File: config.mk
export PLATFORM = sky130hd
export DESIGN_NAME = mul_sequencer
export DESIGN_NICKNAME = d
export VERILOG_FILES = /design/src/rtl/mul_pkg.sv /design/src/rtl/booth_step.sv /design/src/rtl/mul_sequencer.sv
export SDC_FILE = /design/constraint.sdc
export NUM_CORES = 1
export LEC_CHECK = 0
export BUFFER_PORTS_ARGS = -buffer_cell sky130_fd_sc_hd__buf_2
export CAP_MARGIN = 25
export CORE_ASPECT_RATIO = 1.1
export CORE_MARGIN = 4
export CORE_UTILIZATION = 52
export CTS_CLUSTER_SIZE = 28
export DETAILED_ROUTE_END_ITERATION = 12
export PLACE_DENSITY = 0.71
export RECOVER_POWER = 50
export SLEW_MARGIN = 10
export SYNTH_ARGS = -nofsm -noshare
export SYNTH_HDL_FRONTEND = slang
export SYNTH_HIERARCHICAL = 1
export SYNTH_SLANG_ARGS = --single-unit
File: constraint.sdc
create_clock -name clock -period 7.5 [get_ports clock]
set_input_delay 1.5 -clock clock [delete_from_list [all_inputs] [get_ports clock]]
set_output_delay 1.5 -clock clock [all_outputs]
set_load 0.005 [all_outputs]
File: src/rtl/mul_pkg.sv
// rtl/mul_pkg.sv - shared types and constants for the sequential Booth multiplier
package mul_pkg;

    localparam int DEFAULT_WIDTH = 32;

    function automatic int cnt_width(input int w);
        return $clog2(w + 1);
    endfunction

    localparam int CNT_W = cnt_width(DEFAULT_WIDTH);

    typedef enum logic [1:0] {
        S_IDLE = 2'd0,
        S_STEP = 2'd1,
        S_DONE = 2'd2
    } state_e;

    typedef enum logic [1:0] {
        BOOTH_NOP = 2'b00,
        BOOTH_ADD = 2'b01,
        BOOTH_SUB = 2'b10
    } booth_op_e;

    // {P[0], q}: 01 means a run of ones just ended (add), 10 means one started (subtract)
    function automatic booth_op_e booth_decode(input logic [1:0] pair);
        case (pair)
            2'b01:   return BOOTH_ADD;
            2'b10:   return BOOTH_SUB;
            default: return BOOTH_NOP;
        endcase
    endfunction

endpackage

File: src/rtl/booth_step.sv
// rtl/booth_step.sv - one radix-2 Booth step: add/sub into the high half, then arithmetic shift
module booth_step
    import mul_pkg::*;
#(
    parameter int WIDTH = DEFAULT_WIDTH
) (
    input  logic [2*WIDTH-1:0] p_in,
    input  logic               q_in,
    input  logic [WIDTH-1:0]   a_in,
    output logic [2*WIDTH-1:0] p_out,
    output logic               q_out
);

    booth_op_e      op;
    logic [WIDTH:0] hi_ext;
    logic [WIDTH:0] a_ext;
    logic [WIDTH:0] sum;

    // One extra bit keeps the sign right when A is the most-negative value
    always_comb begin
        hi_ext = {p_in[2*WIDTH-1], p_in[2*WIDTH-1:WIDTH]};
        a_ext  = {a_in[WIDTH-1], a_in};
        op     = booth_decode({p_in[0], q_in});
        sum    = hi_ext;
        case (op)
            BOOTH_ADD: sum = hi_ext + a_ext;
            BOOTH_SUB: sum = hi_ext - a_ext;
            default:   sum = hi_ext;
        endcase
    end

    assign p_out = {sum, p_in[WIDTH-1:1]};
    assign q_out = p_in[0];

endmodule

File: src/rtl/mul_sequencer.sv
// rtl/mul_sequencer.sv - multi-cycle signed multiplier controller; MUL_ZERO_BYPASS_EN skips steps for zero operands
module mul_sequencer
    import mul_pkg::*;
#(
    parameter int WIDTH = DEFAULT_WIDTH
) (
    input  logic               clock,
    input  logic               clear_n,
    input  logic               start,
    input  logic [WIDTH-1:0]   multiplicand,
    input  logic [WIDTH-1:0]   multiplier,
    output logic               ready,
    output logic               busy,
    output logic               done,
    output logic [2*WIDTH-1:0] product
);

    localparam int CW = cnt_width(WIDTH);

    state_e             state_q, state_d;
    logic [WIDTH-1:0]   a_q, a_d;
    logic [2*WIDTH-1:0] p_q, p_d;
    logic               q_q, q_d;
    logic [CW-1:0]      count_q, count_d;
    logic [2*WIDTH-1:0] prod_q, prod_d;
    logic [2*WIDTH-1:0] p_step;
    logic               q_step;

    booth_step #(.WIDTH(WIDTH)) u_booth_step (
        .p_in  (p_q),
        .q_in  (q_q),
        .a_in  (a_q),
        .p_out (p_step),
        .q_out (q_step)
    );

    always_comb begin
        state_d = state_q;
        a_d     = a_q;
        p_d     = p_q;
        q_d     = q_q;
        count_d = count_q;
        prod_d  = prod_q;
        case (state_q)
            S_IDLE: begin
                if (start) begin
                    a_d     = multiplicand;
                    p_d     = {{WIDTH{1'b0}}, multiplier};
                    q_d     = 1'b0;
                    count_d = '0;
                    state_d = S_STEP;
`ifdef MUL_ZERO_BYPASS_EN
                    if (multiplicand == '0 || multiplier == '0) begin
                        prod_d  = '0;
                        state_d = S_DONE;
                    end
`endif
                end
            end
            S_STEP: begin
                p_d     = p_step;
                q_d     = q_step;
                count_d = count_q + CW'(1);
                if (count_q == CW'(WIDTH - 1)) begin
                    prod_d  = p_step;
                    state_d = S_DONE;
                end
            end
            S_DONE: state_d = S_IDLE;
            default: state_d = S_IDLE;
        endcase
    end

    always_ff @(posedge clock or negedge clear_n) begin
        if (!clear_n) begin
            state_q <= S_IDLE;
            a_q     <= '0;
            p_q     <= '0;
            q_q     <= 1'b0;
            count_q <= '0;
            prod_q  <= '0;
        end else begin
            state_q <= state_d;
            a_q     <= a_d;
            p_q     <= p_d;
            q_q     <= q_d;
            count_q <= count_d;
            prod_q  <= prod_d;
        end
    end

    assign ready   = (state_q == S_IDLE);
    assign busy    = (state_q == S_STEP) || (state_q == S_DONE);
    assign done    = (state_q == S_DONE);
    assign product = prod_q;

endmodule

==> impl_results.md <==
- Clock Latency Late Sink: roughly 0.43 ns
- Setup CP Type: reg2reg
- Die X: 140 um
- Synth top area share: 0.427
- CTS root buf: clkbuf_16
- WL final: roughly 23000 um
- Ys Warns: 6
- Fraction of registers with async set/reset: 1.00
- Synth area leaders: dfrtp_1 43%, mux2_2 11%, ha_1 4.8%, mux2i_1 3.7%, xnor2_1 3.3%
- Die Y: about 150 um
- Min cycle time layout: a little over 5 ns
- Core area: 18500 um^2
- CP Cell Sequence: inv_1 > ha_1 > clkbuf_1 > mux2i_1 > buf_4 > a22o_1
- CTS H-tree lvls: 4
- Leading area contributor after synthesis: dfrtp_1
- Failing checks: capacitance limit, slew limit
- Gr usage total: 0.212
- Critical path depth: 6
- Dpl cells: around 1300
- Clk buf depth: 2
- Startpoint Class: register
- Inserted Clock Buffers: 17
- Primary FF master, synth: dfrtp_1
- Area delta synth->final: 11.1%
- Commonest non-fill, non-tap cells in the layout: 169 x dfrtp_1, 126 x buf_2, 93 x mux2_2, 85 x nand2_1, 48 x nor2_1
- Worst-path clk slew: 0.07 ns
- Gpl congestion: 0.931
- Commonest non-fill, non-tap cell in the layout: dfrtp_1
- Skew final: between 0.008 and 0.009 ns
- Starting DRC count in detailed routing: 551
- Syn Std Cell Area: 9910 um^2
- Final Cell Area: between 10000 and 15000 um^2
- Critical Path RT: just under 8 ns
- WP buf/inv: 3
- Worst Setup EP: p_q[59]$_DFFE_PN0P_
- Yosys reg bits: 169
- Clk sink count: 169
- Hold WS: roughly 0.49 ns
- Post-CTS Hold Fix Bufs: 0
- Antenna Cells: 0
- Final slew viol count: about 190
- Post-CTS sizing: 0
- Max-slew headroom: -0.956
- HPWL after DPL: between 15000 and 20000 um
- Vias in the first global route: approximately 7500
- Worst setup EP type: register
- CTS tree: built
- Fmax: ~200 MHz
- Drt drc: 0
- Register area share after synthesis: 0.427
- Total number of vias: between 7000 and 8000
- Leakage: 5.43 nW
- Critical R2R Launch: state_q[1]$_DFFE_PN0P_
- Final hold violation count: 0
- Filler cell count: about 1600
- Post-synth EDFFs: 0
- Worst Max-Slew Pin Slew: about 3 ns
- Max Cap Viol: 5
- Initial Util: 0.535
- Layout Cells excl Fill: about 1300
- R2R Setup Slk: between 2 and 2.5 ns
- Cells after synthesis: about 960
- Max IR drop VDD: around 0.00020 V
- Status: finished with violations
- Final Core Density: 0.594
- Worst Setup SP: state_q[1]$_DFFE_PN0P_
- Crit path arrival time: between 5 and 6 ns
- Initial antenna violation count: 5
- Average cell area after synthesis: 10.3 um^2
- Setup bufs post-CTS: 0
- Unrepaired setup endpoints after global routing: no
- Vias per Instance: between 5 and 6
- Row cnt: 52
- I/O Buffers: 133
- Layout cell share with drive strength beyond 1: 0.256
- Synth Net Count: ~1100
- Antenna Nets Post-Route: 0
- Setup Total Neg Slack: 0 ns
- Placed cell area: about 10000 um^2
- Delay-heaviest family, CP: buffers and inverters
- R2R cell count: 6
- Area of the multi-input gates: about 5000 um^2
- Final critical-path share of the clock period: 0.682
- Wire per inst: around 17 um
- Final setup violating endpoints: 0
- Grt ovf: 0
- Register area: between 4000 and 5000 um^2
- Crit-path max FO: between 40 and 50
- Slowest-stage cell, CP: clkbuf_1
- Die area: 21300 um^2
- Reg2reg end: p_q[59]$_DFFE_PN0P_
- Fin nets: about 1100
- HP Class: reg2reg
- Global-route wire length before repair: 37200 um
- 1st-pass router iterations: 5
- Largest net degree at the start of global routing: between 100 and 150
- Ports: between 100 and 150
- CP max stage delay: 1.85 ns
- Netlist cell types: 71
- P per Cell Area: just under 500 nW/um^2
metal layers:
| metal | global-route usage | vias up | share of wire |
|---|---|---|---|
| li1 | - | 3595 | - |
| met1 | 0.277 | 3596 | 0.45 |
| met2 | 0.348 | 239 | 0.47 |
| met4 | 0.0651 | 10 | 0.020 |
| met5 | 0 | - | 0.0032 |
| met3 | 0.0556 | 47 | 0.066 |
cell families after synthesis:
logic type / count (synthesis) / synth area share
compound gates: 237 / 0.160
mux: 136 / 0.151
buf+inv: 106 / 0.0612
flops: 169 / 0.427
simple gates: 225 / 0.111
fa+ha+maj: 39 / 0.0500
xor+xnor: 46 / 0.0406
how the worst min path moves through the flow:
| stage | slack, ns | cells after the start | end | from |
|---|---|---|---|---|
| floorplan | 0.45 | 2 | p_q[10]$_DFFE_PN0P_ | p_q[10]$_DFFE_PN0P_ |
| CTS | 0.50 | 1 | product[12]$_DFFE_PN0P_ | product[12]$_DFFE_PN0P_ |
| global route | 0.51 | 1 | product[7]$_DFFE_PN0P_ | product[7]$_DFFE_PN0P_ |
| finish | 0.49 | 1 | product[39]$_DFFE_PN0P_ | product[39]$_DFFE_PN0P_ |
| detailed placement | 0.48 | 1 | product[12]$_DFFE_PN0P_ | product[12]$_DFFE_PN0P_ |
| global placement | 0.47 | 1 | product[11]$_DFFE_PN0P_ | product[11]$_DFFE_PN0P_ |
cell type report:
class	instances	area share
sequential	169	0.384
multi-input combinational	683	0.460
timing repair buffer	143	0.0672
clock inverter	13	0.0119
clock buffer	19	0.0402
inverter	26	0.00886
tap	243	0.0276
state kept, by name, summed over array words and instances (netlist names):
| name | count |
|---|---|
| product | 64 |
| a_q | 32 |
| q_q | 1 |
| state_q | 2 |
| p_q | 64 |
| count_q | 6 |
per-stage QoR:
stage          total power, mW  setup WS, ns
2_1_floorplan             3.84          3.69
3_3_place_gp              4.32          3.40
3_5_place_dp              4.39          3.29
4_1_cts                   5.28          3.21
5_1_grt                   5.71          1.71
6_report                  5.30          2.38
synthesized netlist by cell type, types with 9 or more instances:
library cell  instances
nor2_1               49
a21o_1               18
clkbuf_1             21
inv_1                26
dfrtp_1             169
ha_1                 38
xor2_1                9
nand3_1              13
mux2_2               93
o21ai_0              42
o21a_1                9
a21oi_1              42
buf_4                34
nor3_1               23
a31oi_1               9
nand2_1              85
o21ai_1              27
xnor2_1              37
mux2i_1              37
a211oi_1              9
buf_2                17
a22o_1               35
power breakdown:
| group | total [mW] | switching [mW] | internal (mW) |
|---|---|---|---|
| clock network | 0.870 | 0.395 | 0.475 |
| logic | 3.02 | 1.77 | 1.25 |
| registers | 1.41 | 0.251 | 1.16 |
Power figures use the tool's default switching activity.
